==> config.mk <==
export PLATFORM = sky130hd
export DESIGN_NAME = kb_instruction_ctrl
export DESIGN_NICKNAME = d
export VERILOG_FILES = /design/src/rtl/kb_instruction_ctrl.sv
export SDC_FILE = /design/constraint.sdc
export NUM_CORES = 1
export LEC_CHECK = 0
export ABC_CLOCK_PERIOD_IN_PS = 2400
export CAP_MARGIN = 10
export CORE_ASPECT_RATIO = 0.6
export CORE_MARGIN = 3
export CORE_UTILIZATION = 40
export DETAILED_ROUTE_END_ITERATION = 12
export PLACE_DENSITY = 0.57
export SYNTH_ARGS = -nofsm -noshare
export SYNTH_HDL_FRONTEND = slang
export SYNTH_SLANG_ARGS = --single-unit
==> constraint.sdc <==
create_clock -name i_clk -period 2.4 [get_ports i_clk]
set_clock_uncertainty 0.05 [all_clocks]
set_input_delay 0.48 -clock i_clk [delete_from_list [all_inputs] [get_ports i_clk]]
set_output_delay 0.48 -clock i_clk [all_outputs]
set_load 0.005 [all_outputs]
==> src/rtl/kb_instruction_ctrl.sv <==
// -----------------------------------------------------------------------------
// kb_instruction_ctrl
//
// Purpose:
//   Turns raw PS/2 scan codes into the two-player 8-bit instruction word that
//   the game logic samples once per game tick. The block:
//     - parses make, break (F0) and extended (E0) prefixes;
//     - tracks which keys each player is holding;
//     - picks one direction per player when several are held;
//     - emits one instruction per tick, handling pause and reset requests.
//
// Configuration macro:
//   KB_FIRE_LATCH_EN
//     Defined: a fire make is latched until the next normal word is emitted,
//              so a tap shorter than a tick period still fires once.
//     Undefined (default): the fire bit is the live held flag only.
//
// Parameters:
//   PREFIX_TIMEOUT  idle cycles allowed after a prefix before the parser gives up
//   TIMEOUT_W       width of the prefix timeout counter
//
// Ports:
//   i_clk                rising-edge system clock
//   i_reset              synchronous active-high reset; clears all state
//   i_scan_code[7:0]     scan code byte from the keyboard interface
//   i_scan_code_ready    1-cycle strobe, i_scan_code valid this cycle
//   i_game_tick          1-cycle strobe, game samples an instruction
//   o_instruction[7:0]   [7:4] P1, [3:0] P2; each nibble is {fire, move[2:0]}
//   o_instruction_valid  1-cycle pulse, the cycle after i_game_tick
//   o_paused             level, game paused
// -----------------------------------------------------------------------------
module kb_instruction_ctrl #(
  parameter int PREFIX_TIMEOUT = 50000,
  parameter int TIMEOUT_W      = 16
) (
  input  logic       i_clk,
  input  logic       i_reset,
  input  logic [7:0] i_scan_code,
  input  logic       i_scan_code_ready,
  input  logic       i_game_tick,
  output logic [7:0] o_instruction,
  output logic       o_instruction_valid,
  output logic       o_paused
);

  // Key indices into the held-flag vector.
  localparam int K_P1_UP = 0, K_P1_DN = 1, K_P1_LF = 2, K_P1_RT = 3, K_P1_FIRE = 4;
  localparam int K_P2_UP = 5, K_P2_DN = 6, K_P2_LF = 7, K_P2_RT = 8, K_P2_FIRE = 9;
  localparam int K_RESET = 10, K_PAUSE = 11;
  localparam int NKEYS   = 12;

  localparam logic [TIMEOUT_W-1:0] TIMEOUT_LAST = TIMEOUT_W'(PREFIX_TIMEOUT - 1);

  typedef enum logic [1:0] {
    S_IDLE    = 2'd0,
    S_EXT     = 2'd1,
    S_BRK     = 2'd2,
    S_EXT_BRK = 2'd3
  } state_t;

  state_t               r_state, w_state_nxt;
  logic [TIMEOUT_W-1:0] r_cnt, w_cnt_nxt;
  logic [NKEYS-1:0]     w_make_oh, w_brk_oh;

  logic [NKEYS-1:0]     r_held;
  logic [1:0]           r_last1, r_last2;
  logic                 r_reset_pending;
  logic                 r_paused;
  logic [7:0]           r_instr;
  logic                 r_valid;

  // One-hot key for a scan code; zero when the code is not mapped.
  function automatic logic [NKEYS-1:0] key_oh(input logic [7:0] code, input logic ext);
    logic [NKEYS-1:0] oh;
    oh = '0;
    if (ext) begin
      case (code)
        8'h75:   oh[K_P2_UP] = 1'b1;
        8'h72:   oh[K_P2_DN] = 1'b1;
        8'h6B:   oh[K_P2_LF] = 1'b1;
        8'h74:   oh[K_P2_RT] = 1'b1;
        default: oh = '0;
      endcase
    end else begin
      case (code)
        8'h1D:   oh[K_P1_UP]   = 1'b1;
        8'h1B:   oh[K_P1_DN]   = 1'b1;
        8'h1C:   oh[K_P1_LF]   = 1'b1;
        8'h23:   oh[K_P1_RT]   = 1'b1;
        8'h29:   oh[K_P1_FIRE] = 1'b1;
        8'h70:   oh[K_P2_FIRE] = 1'b1;
        8'h2D:   oh[K_RESET]   = 1'b1;
        8'h4D:   oh[K_PAUSE]   = 1'b1;
        default: oh = '0;
      endcase
    end
    return oh;
  endfunction

  // Direction index (0 up, 1 down, 2 left, 3 right) to move code.
  function automatic logic [2:0] dir_code(input logic [1:0] idx);
    logic [2:0] m;
    case (idx)
      2'd0:    m = 3'b010;
      2'd1:    m = 3'b111;
      2'd2:    m = 3'b100;
      default: m = 3'b001;
    endcase
    return m;
  endfunction

  // Lowest set bit of a 4-bit direction group; a make event sets only one bit.
  function automatic logic [1:0] oh2idx(input logic [3:0] oh);
    logic [1:0] idx;
    if (oh[0])      idx = 2'd0;
    else if (oh[1]) idx = 2'd1;
    else if (oh[2]) idx = 2'd2;
    else            idx = 2'd3;
    return idx;
  endfunction

  // Last-pressed direction wins while still held; otherwise fixed-order fallback.
  function automatic logic [2:0] arbitrate(input logic [3:0] held, input logic [1:0] last);
    logic [2:0] m;
    if (held[last])   m = dir_code(last);
    else if (held[0]) m = dir_code(2'd0);
    else if (held[1]) m = dir_code(2'd1);
    else if (held[2]) m = dir_code(2'd2);
    else if (held[3]) m = dir_code(2'd3);
    else              m = 3'b000;
    return m;
  endfunction

  // Parser: next state, timeout counter and make/break events.
  always_comb begin
    w_state_nxt = r_state;
    w_cnt_nxt   = '0;
    w_make_oh   = '0;
    w_brk_oh    = '0;
    case (r_state)
      S_IDLE: begin
        if (i_scan_code_ready) begin
          if (i_scan_code == 8'hE0)      w_state_nxt = S_EXT;
          else if (i_scan_code == 8'hF0) w_state_nxt = S_BRK;
          else                           w_make_oh   = key_oh(i_scan_code, 1'b0);
        end
      end
      S_EXT: begin
        if (i_scan_code_ready) begin
          if (i_scan_code == 8'hF0) begin
            w_state_nxt = S_EXT_BRK;
          end else begin
            w_make_oh   = key_oh(i_scan_code, 1'b1);
            w_state_nxt = S_IDLE;
          end
        end
      end
      S_BRK: begin
        if (i_scan_code_ready) begin
          w_brk_oh    = key_oh(i_scan_code, 1'b0);
          w_state_nxt = S_IDLE;
        end
      end
      default: begin
        if (i_scan_code_ready) begin
          w_brk_oh    = key_oh(i_scan_code, 1'b1);
          w_state_nxt = S_IDLE;
        end
      end
    endcase
    // A prefix with no following byte for too long is abandoned silently.
    if (r_state != S_IDLE && !i_scan_code_ready) begin
      if (r_cnt == TIMEOUT_LAST) w_state_nxt = S_IDLE;
      else                       w_cnt_nxt   = r_cnt + 1'b1;
    end
  end

  always_ff @(posedge i_clk) begin
    if (i_reset) begin
      r_state <= S_IDLE;
      r_cnt   <= '0;
    end else begin
      r_state <= w_state_nxt;
      r_cnt   <= w_cnt_nxt;
    end
  end

  // Key tracking and instruction assembly.
  logic             w_tick_rst, w_tick_norm;
  logic [NKEYS-1:0] w_new_make, w_held_nxt;
  logic             w_fire1, w_fire2;
  logic [7:0]       w_word;

  assign w_tick_rst  = i_game_tick && r_reset_pending;
  assign w_tick_norm = i_game_tick && !r_reset_pending && !r_paused;
  // Typematic repeats of a held key are not new presses.
  assign w_new_make  = w_make_oh & ~r_held;
  // The reset word wipes held flags, then this cycle's key event still lands.
  assign w_held_nxt  = ((w_tick_rst ? '0 : r_held) | w_make_oh) & ~w_brk_oh;

`ifdef KB_FIRE_LATCH_EN
  logic r_fire_pend1, r_fire_pend2;

  always_ff @(posedge i_clk) begin
    if (i_reset) begin
      r_fire_pend1 <= 1'b0;
      r_fire_pend2 <= 1'b0;
    end else begin
      // A fire make in the same cycle as the clearing tick wins, so it
      // survives to the following tick.
      r_fire_pend1 <= (r_fire_pend1 && !(w_tick_norm || w_tick_rst)) || w_new_make[K_P1_FIRE];
      r_fire_pend2 <= (r_fire_pend2 && !(w_tick_norm || w_tick_rst)) || w_new_make[K_P2_FIRE];
    end
  end

  assign w_fire1 = r_held[K_P1_FIRE] | r_fire_pend1;
  assign w_fire2 = r_held[K_P2_FIRE] | r_fire_pend2;
`else
  assign w_fire1 = r_held[K_P1_FIRE];
  assign w_fire2 = r_held[K_P2_FIRE];
`endif

  assign w_word = {w_fire1, arbitrate(r_held[K_P1_RT:K_P1_UP], r_last1),
                   w_fire2, arbitrate(r_held[K_P2_RT:K_P2_UP], r_last2)};

  always_ff @(posedge i_clk) begin
    if (i_reset) begin
      r_held          <= '0;
      r_last1         <= 2'd0;
      r_last2         <= 2'd0;
      r_reset_pending <= 1'b0;
      r_paused        <= 1'b0;
      r_instr         <= 8'h00;
      r_valid         <= 1'b0;
    end else begin
      r_held          <= w_held_nxt;
      if (|w_new_make[K_P1_RT:K_P1_UP]) r_last1 <= oh2idx(w_new_make[K_P1_RT:K_P1_UP]);
      if (|w_new_make[K_P2_RT:K_P2_UP]) r_last2 <= oh2idx(w_new_make[K_P2_RT:K_P2_UP]);
      r_reset_pending <= (r_reset_pending && !i_game_tick) || w_new_make[K_RESET];
      r_paused        <= (w_tick_rst ? 1'b0 : r_paused) ^ w_new_make[K_PAUSE];
      // Output stage: the tick samples state from before this cycle's update.
      r_valid         <= i_game_tick;
      if (i_game_tick) begin
        if (r_reset_pending) r_instr <= 8'hFF;
        else if (r_paused)   r_instr <= 8'hFE;
        else                 r_instr <= w_word;
      end
    end
  end

  assign o_instruction       = r_instr;
  assign o_instruction_valid = r_valid;
  assign o_paused            = r_paused;

endmodule

==> flow_summary.yaml, run 1 <==
status:
  run_status: "finished clean"
cts:
  cts_repair_resized_insts: 0
  cts-buffers-inserted: 5
  ctsHtreeMaxLevel: 2
  post-cts-setup-buffer-count: 0
  cts_root_buf: "sky130_fd_sc_hd__clkbuf_8"
  cts_buffer_depth: 2
  cts_tree: "yes"
  worst_setup_hold_path_clk_slew_ps: 90
  clk-insertion-delay-late_ps: 300
  clock-sinks: 45
  post_cts_hold_buffer_count: 0
layout:
  multi_input_comb_area_sq_um: 1420
  post_layout_nonfiller_instances: 407
  area_overhead_of_the_layout_relative_to_synthesis_pct: 22.9
  final_layout_size_suffix_gt1_frac: 0.131
  final-seq-area_sq_um: 901
  antenna-diode-count: 0
  final_net_count: 345
  final_core_utilization: 0.522
  final.fill_count: 579
critical_path:
  critical_path_class: "input port to register"
  cp_data_required_time_ps: 2550
  critical_path.top_delay_family: "simple AND/OR/NAND/NOR gates"
  reg2reg_setup_slack_ps: 370
  levels_on_crit_path: 5
  slowest_delay_ps: 560
  critPathArrivalTime_ps: 2350
  timing.reg2reg.worst_path_depth: 5
  critical_path.slowest_cell: "sky130_fd_sc_hd__clkdlybuf4s50_1"
  worst_setup_path_start_kind: "input port"
  path_cells: "clkdlybuf4s50_1 > or4b_1 > nor4_1 > o21ai_0 > a211oi_1"
  reg_to_reg_start: "r_cnt[11]$_SDFF_PP0_"
  worst_r2r_endpoint: "r_cnt[11]$_SDFF_PP0_"
  timing.critical_path.fanout_max: 4
  timing.critical_path.to_type: "register"
  critical_path.n_buffers_inverters: 1
grt:
  grt_max_degree: 29
  antenna_found_initial: 0
  grt_first_pass_wirelength_um: 10600
  globalRouteTotalUtil: 0.191
  vias_in_the_first_global_route: 2072
  globalRouteOverflowTotal: 0
sta:
  hold_violations: 0
  fin_ws_ps: 204
  clock.fmax_mhz: 455
  fin_crit_sh: 0.915
  final-max-slew-violation-count: 0
  max_slew.worst_pin.slew_ps: 576
  relSlewSlack: 0.615
  final-setup-viol-count: 0
  hold-worst-slack_ps: 426
  period_minus_slack_ps: 2200
  grt_setup_unrepaired: "false"
floorplan:
  floorplan.core_area_sq_um: 5730
  chipWidth_um: 107
  die_area_sq_um: 7090
  die_y_um: 66.4
  placement_rows: 21
  top_level_ports: 22
  initial_utilization: 0.425
placement:
  dp_slack_ps: -40.3
  io_buffer_count: 21
  gpl.final_weighted_congestion: 0.796
  dp_hpwl_um: 4630
  dpl.cell_count: 399
drt:
  drt-vias-per-instance: 5.50
  drt-total-wl_um: 6310
  detail_route.wl_per_cell_um: 15.5
  dr.first_iter.drc_count: 150
  route.antenna.remaining_nets: 0
  detail_route.drc_violations: 0
  detailroute.via_count: 2237
  dr_pass1_iterations: 4
power:
  p_leak_nw: 0.937
  vdd.ir_drop.worst_mv: 0.241
  power_density_nw_per_um2: 496
synthesis:
  synthesis.area_sq_um: 2430
  post_synth.cell_area_avg_sq_um: 8.54
  synth.yosys.warnings: 0
  most_instantiated_cells_after_synthesis: "sky130_fd_sc_hd__dfxtp_1 (45), sky130_fd_sc_hd__nor2_1 (44), sky130_fd_sc_hd__nor3_1 (18)"
  yosys.area.top_type_share: 0.370
  yosys_most_used_dff: "sky130_fd_sc_hd__dfxtp_1"
  synth_top_area_cell: "sky130_fd_sc_hd__dfxtp_1"
  synth_enable_flop_cells: 0
  synth-seq-cells: 45
  yosysMostFrequentCell: "sky130_fd_sc_hd__dfxtp_1"
  async_reset_ff_frac: 0
  yosysSeqAreaShare: 0.370
  synth_top_cells_by_area: "sky130_fd_sc_hd__dfxtp_1 (37%), sky130_fd_sc_hd__nor2_1 (6.8%), sky130_fd_sc_hd__xnor2_1 (4.7%)"
  post_synth_net_total: 304
  synth.distinct_cells: 52
  postSynthCellCount: 285
worst_hold_path:
  hold_path.startpoint: "r_cnt[0]$_SDFF_PP0_"
  min_delay_worst_endpoint: "r_cnt[0]$_SDFF_PP0_"
  worst_hold_class: "register to register"
  holdPathStages: 1
run:
  cap_viol_max_count: 0
==> worst max path at each step <==
stage | startpoint | slack, ps | endpoint
finish | i_scan_code[5] | 200 | r_last1[1]$_SDFFE_PP0P_
CTS | i_scan_code[5] | 250 | r_last1[1]$_SDFFE_PP0P_
floorplan | i_scan_code[5] | 400 | r_last1[0]$_SDFFE_PP0P_
global route | i_scan_code[5] | 70 | r_held[4]$_SDFF_PP0_
detailed placement | i_scan_code[6] | -40 | r_held[4]$_SDFF_PP0_
global placement | i_scan_code[5] | -10 | r_held[6]$_SDFF_PP0_
==> cell type report <==
class / count / area share
Clock buffer: 7 / 0.0289
Clock inverter: 1 / 0.0100
Inverter: 15 / 0.0188
Multi-Input combinational cell: 213 / 0.475
Sequential cell: 45 / 0.301
Tap cell: 80 / 0.0335
Timing Repair Buffer: 46 / 0.133
==> through the flow <==
stage	power, mW	setup TNS (ps)	area [sq um]
3_5_place_dp	0.906	-136	2880
6_report	1.48	0	2990
5_1_grt	1.56	0	2990
3_3_place_gp	0.906	-19.8	2880
2_1_floorplan	0.837	0	2430
4_1_cts	1.50	0	2990
==> power by group <==
group          switching, mW  leakage [nW]  total, mW  internal, mW
registers            0.00603         0.364      0.761         0.755
clock network          0.254        0.0585      0.593         0.340
logic                 0.0642         0.514      0.130        0.0658
==> layer usage <==
metal / wire [um] / global-route usage
met1: 3660 / 0.307
met2: 2370 / 0.253
met3: 222 / 0.0361
met4: 57 / 0.0431
met5: 0 / 0
==> cell usage in the layout, fill, tap and decap left out, types with 2 or more instances in the layout <==
master / instances
sky130_fd_sc_hd__dfxtp_1: 45
sky130_fd_sc_hd__nor2_1: 44
sky130_fd_sc_hd__buf_4: 25
sky130_fd_sc_hd__clkdlybuf4s50_1: 21
sky130_fd_sc_hd__nor3_1: 18
sky130_fd_sc_hd__inv_1: 15
sky130_fd_sc_hd__nor4_1: 13
sky130_fd_sc_hd__xnor2_1: 13
sky130_fd_sc_hd__nand2_1: 11
sky130_fd_sc_hd__a211oi_1: 11
sky130_fd_sc_hd__a22oi_1: 9
sky130_fd_sc_hd__a21oi_1: 8
sky130_fd_sc_hd__nand2b_1: 7
sky130_fd_sc_hd__ha_1: 7
sky130_fd_sc_hd__nand3b_1: 6
sky130_fd_sc_hd__clkbuf_8: 6
sky130_fd_sc_hd__nand3_1: 5
sky130_fd_sc_hd__a311oi_1: 5
sky130_fd_sc_hd__or4_1: 4
sky130_fd_sc_hd__nand4_1: 4
sky130_fd_sc_hd__o21ai_0: 4
sky130_fd_sc_hd__or3_1: 4
sky130_fd_sc_hd__nand4b_1: 3
sky130_fd_sc_hd__nor3b_1: 3
sky130_fd_sc_hd__or4bb_1: 2
sky130_fd_sc_hd__a21o_1: 2
sky130_fd_sc_hd__nor2b_1: 2
sky130_fd_sc_hd__mux2_2: 2
sky130_fd_sc_hd__a31oi_1: 2
sky130_fd_sc_hd__mux4_2: 2
sky130_fd_sc_hd__o32ai_1: 2
==> cells by family after synthesis <==
| logic type | count (synthesis) | share of synthesized area |
|---|---|---|
| AO/OA/AOI/OAI | 53 | 0.162 |
| XOR/XNOR | 14 | 0.0504 |
| adder cells (fa/ha/maj) | 7 | 0.0360 |
| buffers and inverters | 27 | 0.0468 |
| flip-flops | 45 | 0.370 |
| multiplexers | 5 | 0.0319 |
| AND/OR/NAND/NOR | 134 | 0.303 |
==> registers in the layout, summed over array words and instances, names as in the netlist <==
register and cells:
r_cnt 16, r_held 12, o_instruction 8, r_last2 2, r_reset_pending 1, r_last1 2, o_paused 1, o_instruction_valid 1
r_state 2
No activity file was read; power rests on OpenSTA's default activity.
==> run 2: changes to the inputs <==
CAP_MARGIN = not set   (was 10)
CTS_CLUSTER_SIZE = 24   (was not set)
==> results of run 2 <==
Final layout, timing and power as in run 1 (identical DEF).
